$ cat config.mk
export PLATFORM = sky130hd
export DESIGN_NAME = digit_row_renderer
export DESIGN_NICKNAME = d
export VERILOG_FILES = /design/src/rtl/digit_row_renderer.sv
export SDC_FILE = /design/constraint.sdc
export NUM_CORES = 1
export LEC_CHECK = 0
export ABC_AREA = 1
export CAP_MARGIN = 20
export CORE_ASPECT_RATIO = 0.5
export CORE_MARGIN = 8
export CORE_UTILIZATION = 40
export DETAILED_ROUTE_END_ITERATION = 7
export SYNTH_ARGS = -nofsm -noshare
export SYNTH_HDL_FRONTEND = slang
export SYNTH_SLANG_ARGS = --single-unit
$ cat constraint.sdc
create_clock -name clk_in -period 2.5 [get_ports clk_in]
set_input_delay 0.375 -clock clk_in [delete_from_list [all_inputs] [get_ports clk_in]]
set_output_delay 0.375 -clock clk_in [all_outputs]
set_load 0.05 [all_outputs]
$ cat src/rtl/digit_row_renderer.sv
// Streams one frame of large 7-segment BCD digits as SSD1306 page bytes, horizontal addressing order.
// Decoder drive (segments/index) is registered one stage ahead of the valid/ready output byte register.
module digit_row_renderer #(
  parameter int DIGITS        = 5,
  parameter int GAP_COLUMNS   = 3,
  parameter int DIGIT_COLUMNS = 21
) (
  input  logic                  clk_in,
  input  logic                  reset_n_in,
  input  logic                  start_in,
  input  logic [4*DIGITS-1:0]   digits_in,
  input  logic                  blank_zeros_in,
  output logic [6:0]            segments_out,
  output logic [4:0]            index_x_out,
  output logic [1:0]            index_y_out,
  input  logic [7:0]            pixels_in,
  output logic [7:0]            data_out,
  output logic                  valid_out,
  input  logic                  ready_in,
  output logic                  last_out,
  output logic                  busy_out
);
  localparam int DW = (DIGITS > 1) ? $clog2(DIGITS) : 1;
  localparam int GW = (GAP_COLUMNS > 1) ? $clog2(GAP_COLUMNS) : 1;
  localparam logic [4:0]    X_LAST = 5'(DIGIT_COLUMNS - 1);
  localparam logic [DW-1:0] D_LAST = DW'(DIGITS - 1);
  localparam logic [GW-1:0] G_LAST = GW'((GAP_COLUMNS > 0) ? GAP_COLUMNS - 1 : 0);

  typedef enum logic [1:0] {S_IDLE, S_LOAD, S_STREAM, S_DRAIN} state_t;
  state_t r_state, w_state_nxt;

  logic [4*DIGITS-1:0] r_digits;
  logic                r_blank;
  logic [6:0]          r_mask [DIGITS];
  logic [6:0]          w_mask [DIGITS];

  logic [1:0]    r_page;
  logic [DW-1:0] r_digit;
  logic [4:0]    r_x;
  logic [GW-1:0] r_gap;
  logic          r_in_gap;
  logic          r_walk_done;

  logic [6:0] r_seg;
  logic [4:0] r_ix;
  logic [1:0] r_iy;
  logic       r_drv_vld;
  logic       r_drv_gap;
  logic       r_drv_last;

  logic [7:0] r_dat;
  logic       r_vld;
  logic       r_last;

  logic w_walk_en, w_drv_load, w_out_load, w_col_last, w_busy;

  function automatic logic [6:0] seg7(input logic [3:0] n);
    case (n)
      4'h0: seg7 = 7'h3F;
      4'h1: seg7 = 7'h06;
      4'h2: seg7 = 7'h5B;
      4'h3: seg7 = 7'h4F;
      4'h4: seg7 = 7'h66;
      4'h5: seg7 = 7'h6D;
      4'h6: seg7 = 7'h7D;
      4'h7: seg7 = 7'h07;
      4'h8: seg7 = 7'h7F;
      4'h9: seg7 = 7'h6F;
      4'hA: seg7 = 7'h40;
      default: seg7 = 7'h00;
    endcase
  endfunction

  // A digit is a leading zero while every digit to its left (and itself) is zero.
  always_comb begin : mask_calc
    logic       w_lead;
    logic [3:0] w_nib;
    w_lead = 1'b1;
    w_nib  = 4'h0;
    for (int i = 0; i < DIGITS; i++) begin
      w_nib     = r_digits[4*(DIGITS-1-i) +: 4];
      w_lead    = w_lead && (w_nib == 4'h0);
      w_mask[i] = (r_blank && w_lead && (i != DIGITS - 1)) ? 7'h00 : seg7(w_nib);
    end
  end

  always_ff @(posedge clk_in) begin
    if (!reset_n_in) r_state <= S_IDLE;
    else             r_state <= w_state_nxt;
  end

  always_comb begin
    w_state_nxt = r_state;
    case (r_state)
      S_IDLE:   if (start_in) w_state_nxt = S_LOAD;
      S_LOAD:   w_state_nxt = S_STREAM;
      S_STREAM: if (w_out_load && r_drv_last) w_state_nxt = S_DRAIN;
      S_DRAIN:  if (r_vld && ready_in) w_state_nxt = S_IDLE;
      default:  w_state_nxt = S_IDLE;
    endcase
  end

  always_comb begin
    w_busy    = (r_state != S_IDLE);
    w_walk_en = (r_state == S_STREAM) && !r_walk_done;
  end

  assign w_out_load = r_drv_vld && (!r_vld || ready_in);
  assign w_drv_load = w_walk_en && (!r_drv_vld || w_out_load);
  assign w_col_last = !r_in_gap && (r_x == X_LAST) && (r_digit == D_LAST) && (r_page == 2'd3);

  always_ff @(posedge clk_in) begin
    if (!reset_n_in) begin
      r_digits    <= '0;
      r_blank     <= 1'b0;
      for (int i = 0; i < DIGITS; i++) r_mask[i] <= 7'h00;
      r_page      <= '0;
      r_digit     <= '0;
      r_x         <= '0;
      r_gap       <= '0;
      r_in_gap    <= 1'b0;
      r_walk_done <= 1'b0;
      r_seg       <= 7'h00;
      r_ix        <= '0;
      r_iy        <= '0;
      r_drv_vld   <= 1'b0;
      r_drv_gap   <= 1'b0;
      r_drv_last  <= 1'b0;
      r_dat       <= 8'h00;
      r_vld       <= 1'b0;
      r_last      <= 1'b0;
    end else begin
      if (r_state == S_IDLE && start_in) begin
        r_digits <= digits_in;
        r_blank  <= blank_zeros_in;
      end

      if (r_state == S_LOAD) begin
        for (int i = 0; i < DIGITS; i++) r_mask[i] <= w_mask[i];
        r_page      <= '0;
        r_digit     <= '0;
        r_x         <= '0;
        r_gap       <= '0;
        r_in_gap    <= 1'b0;
        r_walk_done <= 1'b0;
      end else if (w_drv_load) begin
        // Nested column walk: x inside a digit, then the gap, then the next digit or page.
        if (r_in_gap) begin
          if (r_gap == G_LAST) begin
            r_gap    <= '0;
            r_in_gap <= 1'b0;
            r_digit  <= r_digit + 1'b1;
          end else begin
            r_gap <= r_gap + 1'b1;
          end
        end else if (r_x == X_LAST) begin
          r_x <= '0;
          if (r_digit == D_LAST) begin
            r_digit <= '0;
            r_page  <= r_page + 1'b1;
            if (r_page == 2'd3) r_walk_done <= 1'b1;
          end else if (GAP_COLUMNS > 0) begin
            r_in_gap <= 1'b1;
          end else begin
            r_digit <= r_digit + 1'b1;
          end
        end else begin
          r_x <= r_x + 1'b1;
        end
      end

      if (w_drv_load) begin
        r_seg      <= r_in_gap ? 7'h00 : r_mask[r_digit];
        r_ix       <= r_x;
        r_iy       <= r_page;
        r_drv_vld  <= 1'b1;
        r_drv_gap  <= r_in_gap;
        r_drv_last <= w_col_last;
      end else if (w_out_load) begin
        r_drv_vld  <= 1'b0;
        r_drv_last <= 1'b0;
        r_seg      <= 7'h00;
      end

      if (w_out_load) begin
        r_dat  <= r_drv_gap ? 8'h00 : pixels_in;
        r_vld  <= 1'b1;
        r_last <= r_drv_last;
      end else if (ready_in) begin
        r_vld  <= 1'b0;
        r_last <= 1'b0;
      end
    end
  end

  assign segments_out = r_seg;
  assign index_x_out  = r_ix;
  assign index_y_out  = r_iy;
  assign data_out     = r_dat;
  assign valid_out    = r_vld;
  assign last_out     = r_last;
  assign busy_out     = w_busy;

endmodule

==> impl_results.md, run 1 <==
* Count of mapped cells out of synthesis at 824
* Setup Buffers After CTS at 0
* Critical Path Fanout Max at 4
* Share of post-route cells with drive strength above 1 at 0.106
* Yosys Warn Count at 0
* Slew Limit Fails at 0
* Initial antenna violation count at 0
* Commonest non-fill, non-tap cell in the layout: nand2_1
* Relative contribution of the clock network to total power at 0.282
* Fin worst setup slack at 0.0933 ns
* Die X at 198 um
* Core Rows at 33
* Number of top-level design ports at 58
* Number of routed nets with antenna violations at 0
* Cell Count Post-Placement at 1,108
* Portion of total power attributed to sequential cells at 0.384
* WS Path Type: flip-flop to output pin
* Gate power share at 0.334
* Via count of the first global-routing pass at 4,883
* Wire length of the first global-routing pass at 23.7 mm
* Post-route DRC at 0
* Post-synthesis net count at 896
* Clock-pin slew reported for the worst setup and hold paths after clock tree synthesis at 0.06 ns
* P_sw at 3.05 mW
* CP Launch Type: flip-flop
* Setup TNS at 0 ns
* GRT Util Overall at 0.139
* Die outline area at 0.0211 sq mm
* Clock tree sinks at 137
* Clock buffers created by TritonCTS at 17
* Max-cap violations at 0
* Final worst path period need at 2.41 ns
* Number of vias per cell after detailed routing at 4.59
* Y dimension of the die at 107 um
* Pre-CTS worst setup slack at 0.190 ns
* Count of placed standard cells in the final layout, fillers left out at 1,140
* Core region area at 0.0163 sq mm
* Final Routed Wirelength at 14.1 mm
* Number of register bits inferred by synthesis at 137
* Number of H-tree levels at 4
* CTS tree: yes
* Hold-fix buffers at CTS at 0
* Highest clock rate at 416 MHz
* Area growth, synth to finish at 22.2%
* Routed via count at 5,233
* Number of hold violations in the final report at 0
* Half-perimeter wire length of the detailed placement result at 10.6 mm
* Number of inserted diodes at 0
* Total gr overflow at 0
* Path type of the worst min-delay path: flip-flop to flip-flop
* Net switching fraction of the power at 0.356
* Worst-margin pin slew at 0.528 ns
* Tightest slew margin relative to the limit at 0.647
* Final critical-path share of the clock period at 0.963
* Latest clock arrival within the worst-skew pair at 0.41 ns
* Detailed Route Iter0 Violations at 324
* Fraction of the core area covered by cells at the end of the flow at 0.495
* Resized cells post-CTS at 0
* Lkg Pwr at 3.85 nW
* Largest net degree at the start of global routing at 36
* Most frequent cells in the layout: 213 x nand2_1, 123 x inv_1, 112 x nor2_1, 102 x dfxtp_1, 57 x clkdlybuf4s50_1
* Count of different cell masters after synthesis at 35
* Data required time of the worst path at 2.12 ns
* Starting density of the core at 0.406
* Unrepaired setup endpoints after global routing: false
* Hold Slack at 0.462 ns
* Synthesized area per cell at 8.01 sq um
* Power Dens Cells at 1060 mW/mm^2
* Port Buffer Count at 57
* Seq/Total Area, Yosys at 0.469
* Worst-case clock buffer depth at 2
* Crit path arrival time at 2.03 ns
* Run status: finished clean
* Final setup skew at 0.00971 ns
* Endpoint type of the worst setup path: output pin
* Routability cong. at 0.819
* Netlist area before placement at 0.00660 sq mm
* Number of iterations in the first detailed-routing pass at 5
* Worst VDD drop at 0.448 mV
* Clock tree root driver cell: clkbuf_16
* Pint at 5.52 mW
* Final layout net count at 972
* Final setup vio count at 0
* Wire per inst at 12.4 um
per-stage QoR:
stage | instance area, sq um | total power, mW
floorplan | 6600 | 5.41
global placement | 7480 | 6.18
detailed placement | 7480 | 6.22
CTS | 8060 | 8.66
global route | 8060 | 9.21
finish | 8060 | 8.57
power by group through the flow:
stage                     logic, mW  clock network, mW  registers, mW
after CTS                      2.89               2.47           3.30
final                          2.86               2.42           3.29
after detailed placement       2.88                  0           3.35
after global routing           3.27               2.57           3.37
after global placement         2.85                  0           3.34
after floorplan                1.88                  0           3.53
synthesized netlist by cell type, drive strengths merged:
cell type  instances  share of area
dfxtp            102           0.31
buf               15          0.017
nand3             55          0.051
nand2            220           0.13
nor3b              1         0.0011
nand3b             2         0.0023
nor3              15          0.019
clkinv             2         0.0011
o211ai             5          0.011
clkbuf             4         0.0023
edfxtp            35           0.16
nor2             119          0.073
o21ai             32          0.035
inv              126          0.072
xnor2              1         0.0013
or2                5         0.0047
ha                39          0.074
nand4              8         0.0076
a211oi             2         0.0023
a21oi             36          0.027
critical path: stages, from the launching register on:
cell and delay, ns:
dfxtp_1 0.39, inv_1 0.08, ha_1 0.26, inv_1 0.09, clkdlybuf4s50_1 0.80
routing by layer:
metal | vias up | global-route usage | share of wire
li1 | 2738 | - | -
met1 | 2382 | 0.192 | 0.51
met2 | 101 | 0.213 | 0.43
met3 | 12 | 0.0331 | 0.053
met4 | 0 | 0.0435 | 0.011
met5 | - | 0 | 0
logic make-up after synthesis:
group                      Yosys count  share of synthesized area
AOI/OAI and AO/OA                   75                     0.0749
buffers and inverters              147                     0.0929
and+or+nand+nor                    425                      0.288
adders and majority gates           39                     0.0740
DFF                                137                      0.469
xor gates and xnor gates             1                    0.00133
worst paths after layout:
| check | end | start | slack [ns] | cells after the start |
|---|---|---|---|---|
| max | busy_out | r_state[0]$_SDFFE_PN0P_ | 0.09 | 4 |
| min | r_drv_last$_SDFFE_PN0P_ | r_drv_last$_SDFFE_PN0P_ | 0.46 | 2 |
| max reg2reg | flip-flop | r_state[0]$_SDFFE_PN0P_ | 0.28 | 12 |
| min reg2reg | r_drv_last$_SDFFE_PN0P_ | r_drv_last$_SDFFE_PN0P_ | 0.46 | 2 |
area by class of cell:
cell class | instances | area (sq um)
repair buffers | 76 | 726
well taps | 227 | 284
multi-input cells | 540 | 2890
flip-flops and latches | 137 | 3090
clock inverters | 5 | 26.3
fillers | 1595 | 8210
clock buffers | 27 | 557
inverters | 128 | 483
(Power assumes the default switching activity.)
==> run 2: changes to the inputs <==
==> constraint.sdc (replaced) <==
create_clock -name clk_in -period 2.5 [get_ports clk_in]
set_input_delay 0.5 -clock clk_in [delete_from_list [all_inputs] [get_ports clk_in]]
set_output_delay 0.5 -clock clk_in [all_outputs]
set_load 0.05 [all_outputs]
==> run 2 against run 1 <==
Effect of this change: clock power barely moved; non-clock buffer count is 4 higher; register-to-register slack better by 0.04 ns; cell area grew 0.26%; global-route usage increased by 0.25 points; final cell count rose by 0.35%; combinational power up 1%; largest power group unchanged.
==> impl_results.md, run 2 (synthesized netlist as in run 1, its figures left out) <==
* Run status: finished clean
* CP Launch Type: flip-flop
* Share of post-route cells with drive strength above 1 at 0.113
* Total gr overflow at 0
* Setup Buffers After CTS at 0
* Clock buffers created by TritonCTS at 17
* Latest clock arrival within the worst-skew pair at 0.41 ns
* Routability cong. at 0.832
* Initial antenna violation count at 0
* Final cell area excluding filler cells at 0.00808 sq mm
* Most frequent cells in the layout: 213 x nand2_1, 123 x inv_1, 112 x nor2_1, 102 x dfxtp_1, 56 x clkdlybuf4s50_1
* Area growth, synth to finish at 22.5%
* Tightest slew margin relative to the limit at 0.655
* Wire per inst at 12.5 um
* Pre-CTS worst setup slack at 0.0841 ns
* Number of H-tree levels at 4
* Port Buffer Count at 57
* Lkg Pwr at 3.86 nW
* Unrepaired setup endpoints after global routing: false
* Fin worst setup slack at 0.319 ns
* Post-Place Cell Area at 0.00752 sq mm
* Worst VDD drop at 0.583 mV
* Slew Limit Fails at 0
* Number of hold violations in the final report at 0
* Final worst path period need at 2.18 ns
* Setup TNS at 0 ns
* Core region area at 0.0163 sq mm
* Final critical-path share of the clock period at 0.872
* Fraction of the core area covered by cells at the end of the flow at 0.497
* Critical Path Fanout Max at 11
* Final layout net count at 976
* Number of iterations in the first detailed-routing pass at 5
* Worst-margin pin slew at 0.515 ns
* Cell Count Post-Placement at 1,112
* Crit path arrival time at 2.48 ns
* Hold-fix buffers at CTS at 0
* Highest clock rate at 459 MHz
* Largest net degree at the start of global routing at 47
* Power, Total at 8.60 mW
* Worst-case clock buffer depth at 2
* Data required time of the worst path at 2.80 ns
* CTS tree: yes
* Endpoint type of the worst setup path: flip-flop
* Wire length of the first global-routing pass at 24.2 mm
* Max-cap violations at 0
* Hold Slack at 0.461 ns
* Clock tree sinks at 137
* GRT Util Overall at 0.141
* Half-perimeter wire length of the detailed placement result at 10.8 mm
* Final setup vio count at 0
* Detailed Route Iter0 Violations at 287
* Y dimension of the die at 107 um
* Post-route DRC at 0
* Number of routed nets with antenna violations at 0
* Clock tree root driver cell: clkbuf_16
* Final Routed Wirelength at 14.3 mm
* Number of inserted diodes at 0
* Count of placed standard cells in the final layout, fillers left out at 1,144
* Die outline area at 0.0211 sq mm
* Resized cells post-CTS at 0
* Commonest non-fill, non-tap cell in the layout: nand2_1
* Starting density of the core at 0.406
* Number of vias per cell after detailed routing at 4.53
* Power Dens Cells at 1060 mW/mm^2
* Path type of the worst min-delay path: flip-flop to flip-flop
* Clock-pin slew reported for the worst setup and hold paths after clock tree synthesis at 0.06 ns
* Via count of the first global-routing pass at 4,990
* Final setup skew at 0.0140 ns
* WS Path Type: flip-flop to flip-flop
* Number of top-level design ports at 58
* Core Rows at 33
* Routed via count at 5,178
* Die X at 198 um
-- run 2: cell count changes in the layout (fill, tap and decap cells not counted), sizes merged --
cell,delta
buf,+5
bufinv,+1
clkbuf,-6
clkdlybuf4s50,-1
clkinv,+2
clkinvlp,+1
inv,+2
-- run 2: final timing paths --
check	endpoint	start	cells past startpoint	slack, ns
max	flip-flop	r_state[0]$_SDFFE_PN0P_	12	0.32
min	data_out[3]$_SDFFE_PN0P_	data_out[3]$_SDFFE_PN0P_	2	0.46
max reg2reg	flip-flop	r_state[0]$_SDFFE_PN0P_	12	0.32
min reg2reg	data_out[3]$_SDFFE_PN0P_	data_out[3]$_SDFFE_PN0P_	2	0.46
-- run 2: critical path: stages (launching register included) --
cell and delay, ns:
dfxtp_1 0.40, inv_1 0.08, ha_1 0.25, nand2_4 0.14
buf_4 0.23, nor2_1 0.09, nor3_2 0.27, inv_1 0.15
ha_1 0.24, nand2_1 0.07, nand2_1 0.05, nand2_1 0.05
nand2_1 0.04
-- run 2: final cells by class --
type                    count  area, sq um
fillers                  1611         8190
flip-flops and latches    137         3090
multi-input cells         540         2890
repair buffers             80          766
inverters                 128          483
clock buffers              21          472
well taps                 227          284
clock inverters            11         92.6
-- run 2: routing by layer --
| metal | vias to the layer above | track usage | share of wire |
|---|---|---|---|
| met2 | 86 | 0.227 | 0.43 |
| met1 | 2345 | 0.190 | 0.52 |
| li1 | 2739 | - | - |
| met4 | 0 | 0.0397 | 0.0086 |
| met5 | - | 0 | 0 |
| met3 | 8 | 0.0328 | 0.041 |
-- run 2: where the power goes --
group / total (mW) / switching [mW] / internal (mW)
Clock: 2.39 / 0.943 / 1.45
Combinational: 2.90 / 1.92 / 0.985
Sequential: 3.30 / 0.252 / 3.05
Total: 8.60 / 3.11 / 5.48
==> run 3: changes to the inputs <==
--- a/config.mk
+++ b/config.mk
@@ -6,6 +6,7 @@
 export NUM_CORES = 1
 export LEC_CHECK = 0
 export ABC_AREA = 1
+export ABC_CLOCK_PERIOD_IN_PS = 2400
 export CAP_MARGIN = 20
 export CORE_ASPECT_RATIO = 0.5
 export CORE_MARGIN = 8
==> constraint.sdc (replaced) <==
create_clock -name clk_in -period 2.4 [get_ports clk_in]
set_input_delay 0.48 -clock clk_in [delete_from_list [all_inputs] [get_ports clk_in]]
set_output_delay 0.48 -clock clk_in [all_outputs]
set_load 0.05 [all_outputs]
==> run 3 against run 2 <==
Effect of this change: die area unchanged; count of clock-buffer cells in the layout stayed put; global-route usage down 0.15 points; utilization rose by 0.52 points; via count grew 0.60%; largest cell class unchanged.
==> impl_results.md, run 3 (synthesized netlist as in run 1, its figures left out) <==
* Run status: finished clean
* Final critical-path share of the clock period at 0.912
* Max-cap violations at 0
* Number of cell instances on the worst register-to-register path at 12
* Tightest slew margin relative to the limit at 0.653
* Final setup skew at 0.00974 ns
* Critical Path Fanout Max at 10
* Slew Limit Fails at 0
* Cell Count Post-Placement at 1,120
* Setup Buffers After CTS at 0
* CP Launch Type: flip-flop
* Routed via count at 5,209
* CTS tree: yes
* Highest clock rate at 457 MHz
* Commonest non-fill, non-tap cell in the layout: nand2_1
* Final Routed Wirelength at 14.3 mm
* Wire length of the first global-routing pass at 23.9 mm
* Lkg Pwr at 3.91 nW
* Worst-case clock buffer depth at 2
* Hold-fix buffers at CTS at 0
* Wire per inst at 12.4 um
* Number of routed nets with antenna violations at 0
* Reg2reg start: r_state[0]$_SDFFE_PN0P_
* Half-perimeter wire length of the detailed placement result at 10.7 mm
* Number of top-level design ports at 58
* Clock tree sinks at 137
* Net switching fraction of the power at 0.359
* Die outline area at 0.0211 sq mm
* Crit path arrival time at 2.49 ns
* Portion of total power attributed to sequential cells at 0.380
* Unrepaired setup endpoints after global routing: false
* Pre-CTS worst setup slack at 0.0219 ns
* Number of H-tree levels at 4
* Relative contribution of the clock network to total power at 0.278
* Slowest library cell on the worst path: dfxtp_1
* Number of hold violations in the final report at 0
* Y dimension of the die at 107 um
* Number of inserted diodes at 0
* Power Dens Cells at 1110 mW/mm^2
* Initial antenna violation count at 0
* Final layout net count at 984
* Port Buffer Count at 57
* Pint at 5.79 mW
* Clock buffers created by TritonCTS at 17
* Core Rows at 33
* Maximum single-stage delay on the critical path at 0.40 ns
* Worst VDD drop at 0.531 mV
* Path type of the worst min-delay path: flip-flop to flip-flop
* GRT Util Overall at 0.140
* Core region area at 0.0163 sq mm
* Final worst path period need at 2.19 ns
* Final setup vio count at 0
* Power, Total at 9.04 mW
* Detailed Route Iter0 Violations at 286
* Starting density of the core at 0.406
* Via count of the first global-routing pass at 4,867
* Setup slack on the worst flop-to-flop path at 0.21 ns
* Gate power share at 0.342
* Cell occurring most often along the worst timing path: nand2_1
* Clock-pin slew reported for the worst setup and hold paths after clock tree synthesis at 0.06 ns
* P_sw at 3.24 mW
* Count of placed standard cells in the final layout, fillers left out at 1,152
* Resized cells post-CTS at 0
* Most frequent cells in the layout: 213 x nand2_1, 123 x inv_1, 112 x nor2_1, 102 x dfxtp_1, 56 x clkdlybuf4s50_1
* Worst-margin pin slew at 0.519 ns
* Area growth, synth to finish at 23.8%
* Fin worst setup slack at 0.212 ns
* Share of post-route cells with drive strength above 1 at 0.121
* Number of iterations in the first detailed-routing pass at 4
* Die X at 198 um
* Setup TNS at 0 ns
* Latest clock arrival within the worst-skew pair at 0.41 ns
* Endpoint type of the worst setup path: flip-flop
* Critical Path Start: r_state[0]$_SDFFE_PN0P_
* Data required time of the worst path at 2.70 ns
* Largest net degree at the start of global routing at 47
* Routability cong. at 0.823
* Clock tree root driver cell: clkbuf_16
* WS Path Type: flip-flop to flip-flop
* Cell chain of the critical path: inv_1 > ha_1 > nand2_4 > buf_4 > nor2_1 > nor3_2 > inv_1 > ha_1 > nand2_1 > nand2_1 > nand2_1 > nand2_1
* Total gr overflow at 0
* Number of vias per cell after detailed routing at 4.52
* Post-route DRC at 0
## run 3: cell type report
cell class	count	area, sq um
clock inverter	11	92.6
timing repair buffer	88	838
fill	1596	8100
clock buffer	21	483
tap	227	284
sequential	137	3090
inverter	128	483
multi-input combinational	540	2890
## run 3: metrics by stage
step	utilization	hold slack (ns)	cell area (sq um)
6_report	0.502	0.460	8170
5_1_grt	0.502	0.482	8170
4_1_cts	0.502	0.465	8170
3_5_place_dp	0.467	0.456	7590
3_3_place_gp	0.467	0.450	7590
2_1_floorplan	-	0.442	6600
## run 3: worst min path at each step
stage                                   from  slack (ns)                  endpoint  cells past startpoint
floorplan           r_walk_done$_SDFFE_PP0P_        0.44  r_walk_done$_SDFFE_PP0P_                      2
global placement    data_out[1]$_SDFFE_PN0P_        0.45  data_out[1]$_SDFFE_PN0P_                      2
detailed placement  data_out[3]$_SDFFE_PN0P_        0.46  data_out[3]$_SDFFE_PN0P_                      2
CTS                 data_out[3]$_SDFFE_PN0P_        0.46  data_out[3]$_SDFFE_PN0P_                      2
global route        data_out[7]$_SDFFE_PN0P_        0.48  data_out[7]$_SDFFE_PN0P_                      2
finish              data_out[4]$_SDFFE_PN0P_        0.46  data_out[4]$_SDFFE_PN0P_                      2
## run 3: worst max-delay path: cells and delay by family (launching register included)
family,cells,cell delay (ns)
buffers and inverters,3,0.46
adders and majority gates,2,0.50
DFF,1,0.40
and+or+nand+nor,7,0.71
## run 3: routing by layer
metal | wire length (um) | global-route usage
met3 | 635 | 0.0294
met1 | 7360 | 0.192
met5 | 0 | 0
met4 | 166 | 0.0482
met2 | 6150 | 0.218
## run 3: power groups by stage
stage	clock network, mW	logic, mW	registers (mW)
floorplan	0	1.96	3.68
global placement	0	3.07	3.48
detailed placement	0	3.11	3.49
CTS	2.56	3.12	3.44
global route	2.66	3.50	3.51
finish	2.51	3.09	3.44
